[config.mk]
export PLATFORM = sky130hd
export DESIGN_NAME = ras_stack
export DESIGN_NICKNAME = d
export VERILOG_FILES = /design/src/rtl/ras_stack.sv
export SDC_FILE = /design/constraint.sdc
export NUM_CORES = 2
export LEC_CHECK = 0
export ABC_CLOCK_PERIOD_IN_PS = 110700
export CORE_ASPECT_RATIO = 1.1
export CORE_MARGIN = 2
export CORE_UTILIZATION = 50
export CTS_CLUSTER_DIAMETER = 200
export DETAILED_ROUTE_END_ITERATION = 16
export GPL_ROUTABILITY_DRIVEN = 0
export GPL_TIMING_DRIVEN = 0
export PLACE_DENSITY_LB_ADDON = 0.12
export SYNTH_ARGS = -nofsm -noshare
export SYNTH_HDL_FRONTEND = slang
export SYNTH_SLANG_ARGS = --single-unit
[constraint.sdc]
create_clock -name clk -period 110.7 [get_ports clk]
set_input_delay 22.14 -clock clk [delete_from_list [all_inputs] [get_ports clk]]
set_output_delay 22.14 -clock clk [all_outputs]
set_load 0.005 [all_outputs]
[src/rtl/ras_stack.sv]
// Return-address stack: circular buffer of predicted return addresses with a
// registered pop response and a one-deep checkpoint for squash recovery.
module ras_stack #(
    parameter int XLEN  = 32,
    parameter int DEPTH = 32,
    parameter int AW    = 5
) (
    input  logic            clk,
    input  logic            rst,
    input  logic            push_valid,
    input  logic [XLEN-1:0] push_addr,
    input  logic            pop_valid,
    input  logic            ckpt_save,
    input  logic            ckpt_restore,
    output logic [XLEN-1:0] pop_addr,
    output logic            pop_hit,
    output logic [AW:0]     count,
    output logic            empty,
    output logic            full,
    output logic            ovf_pulse,
    output logic            unf_pulse
);

    localparam logic [AW:0] DEPTH_C = (AW+1)'(DEPTH);

    logic [XLEN-1:0] stack [DEPTH];
    logic [AW-1:0]   tos;
    logic [AW-1:0]   tos_m1;
    logic [XLEN-1:0] top;

    logic [AW-1:0]   snap_tos;
    logic [AW:0]     snap_cnt;
    logic [XLEN-1:0] snap_top;

    logic [AW-1:0]   tos_nxt;
    logic [AW:0]     cnt_nxt;
    logic            wr_en;
    logic [AW-1:0]   wr_idx;
    logic [XLEN-1:0] wr_data;

    assign empty  = (count == '0);
    assign full   = (count == DEPTH_C);
    assign tos_m1 = tos - AW'(1);
    assign top    = stack[tos_m1];

    // Restore wins over push/pop; push+pop on a live stack rewrites the top in place.
    always_comb begin
        tos_nxt = tos;
        cnt_nxt = count;
        wr_en   = 1'b0;
        wr_idx  = tos;
        wr_data = push_addr;
        if (ckpt_restore) begin
            tos_nxt = snap_tos;
            cnt_nxt = snap_cnt;
            wr_en   = 1'b1;
            wr_idx  = snap_tos - AW'(1);
            wr_data = snap_top;
        end else if (pop_valid && !empty) begin
            if (push_valid) begin
                wr_en  = 1'b1;
                wr_idx = tos_m1;
            end else begin
                tos_nxt = tos_m1;
                cnt_nxt = count - (AW+1)'(1);
            end
        end else if (push_valid) begin
            wr_en   = 1'b1;
            tos_nxt = tos + AW'(1);
            if (!full) begin
                cnt_nxt = count + (AW+1)'(1);
            end
        end
    end

    always_ff @(posedge clk or posedge rst) begin
        if (rst) begin
            for (int unsigned i = 0; i < DEPTH; i++) begin
                stack[i] <= '0;
            end
            tos       <= '0;
            count     <= '0;
            pop_addr  <= '0;
            pop_hit   <= 1'b0;
            ovf_pulse <= 1'b0;
            unf_pulse <= 1'b0;
            snap_tos  <= '0;
            snap_cnt  <= '0;
            snap_top  <= '0;
        end else begin
            tos   <= tos_nxt;
            count <= cnt_nxt;
            if (wr_en) begin
                stack[wr_idx] <= wr_data;
            end
            if (ckpt_restore) begin
                pop_hit   <= 1'b0;
                ovf_pulse <= 1'b0;
                unf_pulse <= 1'b0;
            end else begin
                pop_hit   <= pop_valid && !empty;
                unf_pulse <= pop_valid && empty;
                ovf_pulse <= push_valid && !pop_valid && full;
                if (pop_valid) begin
                    pop_addr <= empty ? '0 : top;
                end
            end
            // Snapshot is always taken from pre-update state, so a same-cycle
            // restore still sees the previous snapshot.
            if (ckpt_save) begin
                snap_tos <= tos;
                snap_cnt <= count;
                snap_top <= top;
            end
        end
    end

endmodule

==> impl_results.md <==
* CP cell instances: clkdlybuf4s50_1 -> and2_1 -> o21ai_4 -> o31ai_2 -> a41oi_1 -> a21oi_1 -> buf_2 -> mux2_2
* Num ports at 81
* Max-cap viol count at 0
* WHS at 482 ps
* # diodes at 0
* Final worst-path setup slack at 85560 ps
* Distinct cell type count of the synthesized netlist at 66
* Crit-path slowest cell: a21oi_1
* First-pass GRT wire length at 219000 um
* P_leak at 25.8 nW
* Num CTS Buffers at 117
* Detailed-route DRC error count at 0
* HPWL Detailed at 103000 um
* Root Buffer: clkbuf_16
* Worst slack, placed at 85080 ps
* Sw frac at 0.363
* Clock skew at 25.7 ps
* Top-count cell post-synth: dfrtp_1
* Clock Latency Late Sink at 710 ps
* Storage element area at 27900 um^2
* Critical Path AT at 25730 ps
* Detailed Route WL at 146000 um
* Clk slew on worst S/H paths at 60 ps
* Req. time, crit path at 111280 ps
* Ys async rst share at 1.00
* Mapped Area at 51100 um^2
* Fillers at 7909
* Synth top cells by count: dfrtp_1 (1113), mux2_2 (1007), mux4_2 (256)
* Vias per inst at 6.09
* Initial antenna violation count at 3
* Max clock buf depth at 3
* Share of the yosys chip area belonging to registers at 0.545
* Internal at 1.22 mW
* Syn_area_per_cell at 15.4 um^2
* Max_slew headroom at 0.0709
* Share of the synthesized area in the top cell type at 0.545
* Die W at 309 um
* Slew Limit Fails at 0
* Final Hold Fails at 0
* Yosys reg bits at 1113
* Critical path startpoint category: input pin
* Pwr/cell area at 33.0 nW/um^2
* Final ANT Viol Nets at 0
* Period minus WS final at 25140 ps
* Syn nets at 3368
* DR pass1 iterations at 5
* CORE AREA at 101000 um^2
* Cells after Synth at 3326
* CP Class: in -> reg
* Resized Gates After CTS at 0
* GRT Total Usage at 0.284
* Clock power share at 0.215
* Clk sinks at 1113
* Seq pwr share at 0.350
* DR iter-0 viols at 2386
* Layout cells sized above 1 at 0.446
* Port Buffers at 77
* Final setup violation count at 0
* Die height at 339 um
* Cell Rows at 122
* Logic pwr share at 0.436
* CTS tree: yes
* Yosys top cell by area: dfrtp_1
* Max stage delay on crit path at 990 ps
* Max frequency at 0.0398 GHz
* Vias in the first global route at 33282
* Type of the worst min-delay path: reg -> reg
* Routed vias at 30408
* Peak supply drop at 19.9 uV
* Net Sw Power at 0.693 mW
* Tcrit/Tclk final at 0.227
* Worst-Margin Slew at 1390 ps
* Largest net degree at the start of global routing at 140
* Gr ovfl total at 0
* Most common flop cell mapped by yosys: dfrtp_1
* Cts-stage hold buffer count at 0
* H-tree levels at 3
* Initial Utilization at 0.506
* Ys Warns at 0
* Post-synth EDFFs at 0
* Total negative setup slack at 0 ps
* Multi-input gate area at 21700 um^2
* RSZ-0062 raised after global routing: no
* Nature of the critical path endpoint: register
* Outcome: completed
* Top cells by area, synth: dfrtp_1 (55%), mux2_2 (22%), mux4_2 (11%), mux2i_1 (2.6%), clkbuf_1 (1.3%)
* Post-CTS setup buffer count at 0
* WL/cell at 29.2 um
* Area Growth Syn to Fin at 13.3%
* Die area at 105000 um^2
* Max FO, Critical Path at 10
* Final #Nets at 3574
[worst paths after layout]
kind | end | start | slack [ps] | depth (start not counted)
worst max register to register | pop_addr[2]$_DFFE_PP0P_ | tos[1]$_DFFE_PP0P_ | 105360 | 11
worst min-delay path | pop_addr[10]$_DFFE_PP0P_ | pop_addr[10]$_DFFE_PP0P_ | 480 | 2
worst max-delay path | stack[901]$_DFFE_PP0P_ | push_valid | 85560 | 8
min in group asynchronous | count[4]$_DFFE_PP0P_ | rst | 22010 | 2
worst min register to register | pop_addr[10]$_DFFE_PP0P_ | pop_addr[10]$_DFFE_PP0P_ | 480 | 2
max in group asynchronous | stack[840]$_DFFE_PP0P_ | rst | 86490 | 5
[layout make-up]
class / instances / share of cell area
plain buffers: 316 / 0.0246
clock buffers: 175 / 0.0607
clock inverters: 38 / 0.00912
inverters: 42 / 0.00285
multi-input cells: 1855 / 0.374
flip-flops and latches: 1113 / 0.481
well taps: 1364 / 0.0295
repair buffers: 87 / 0.0179
[logic make-up after synthesis]
| logic type | count (synthesis) | synth area share |
|---|---|---|
| fa+ha+maj | 4 | 0.000980 |
| xor+xnor | 16 | 0.00274 |
| mux | 1454 | 0.374 |
| flops | 1113 | 0.545 |
| buf+inv | 358 | 0.0308 |
| simple gates | 197 | 0.0175 |
| compound gates | 184 | 0.0292 |
[power by group through the flow]
stage / Sequential (mW) / Clock (mW) / Combinational [mW]
final: 0.667 / 0.409 / 0.831
after global routing: 0.686 / 0.434 / 0.878
after CTS: 0.665 / 0.416 / 0.829
after detailed placement: 0.672 / 0 / 0.826
after global placement: 0.661 / 0 / 0.802
after floorplan: 0.645 / 0 / 0.564
[worst max-delay path, delay by kind of cell]
kind                   cells  cell delay (ps)
AOI/OAI and AO/OA          4             1860
buffers and inverters      2             1070
muxes                      1              390
and+or+nand+nor            1              240
[layout by cell type, fill, tap and decap left out, drive strengths merged, types with 5 or more instances in the layout]
cell type,count
a31oi,5
dfrtp,1113
nor3,8
xnor2,10
nand2,126
clkbuf,351
inv,45
mux2,1065
nor3b,7
a221o,32
clkinv,24
buf,150
mux2i,133
xor2,6
nor2b,7
clkdlybuf4s50,77
nand3,6
a21oi,20
or2,6
mux4,256
or3,5
bufinv,11
a32o,33
o21ai,52
a22oi,10
nor2,15
[state kept, by name, summed over array words and instances, names as in the netlist]
register and count:
stack 1024, pop_addr 32, snap_top 32, count 6, snap_cnt 6, snap_tos 5, tos 5, ovf_pulse 1
pop_hit 1, unf_pulse 1
[routing by layer]
layer  vias to the layer above  share of wire  global-route usage
met5                         -              0                   0
met4                         0          0.031              0.0882
met3                       253          0.072              0.0686
met2                       990           0.48               0.452
met1                     16481           0.42               0.388
li1                      12684              -                   -
[metrics by stage]
step | area (um^2) | power [mW] | cells | util
2_1_floorplan | 51100 | 1.21 | 3326 | -
3_3_place_gp | 53600 | 1.46 | 4767 | 0.531
3_5_place_dp | 53800 | 1.50 | 4776 | 0.533
4_1_cts | 57900 | 1.91 | 4989 | 0.574
5_1_grt | 57900 | 2.00 | 4990 | 0.574
6_report | 57900 | 1.91 | 4990 | 0.574
No activity file was read; power rests on OpenSTA's default activity.
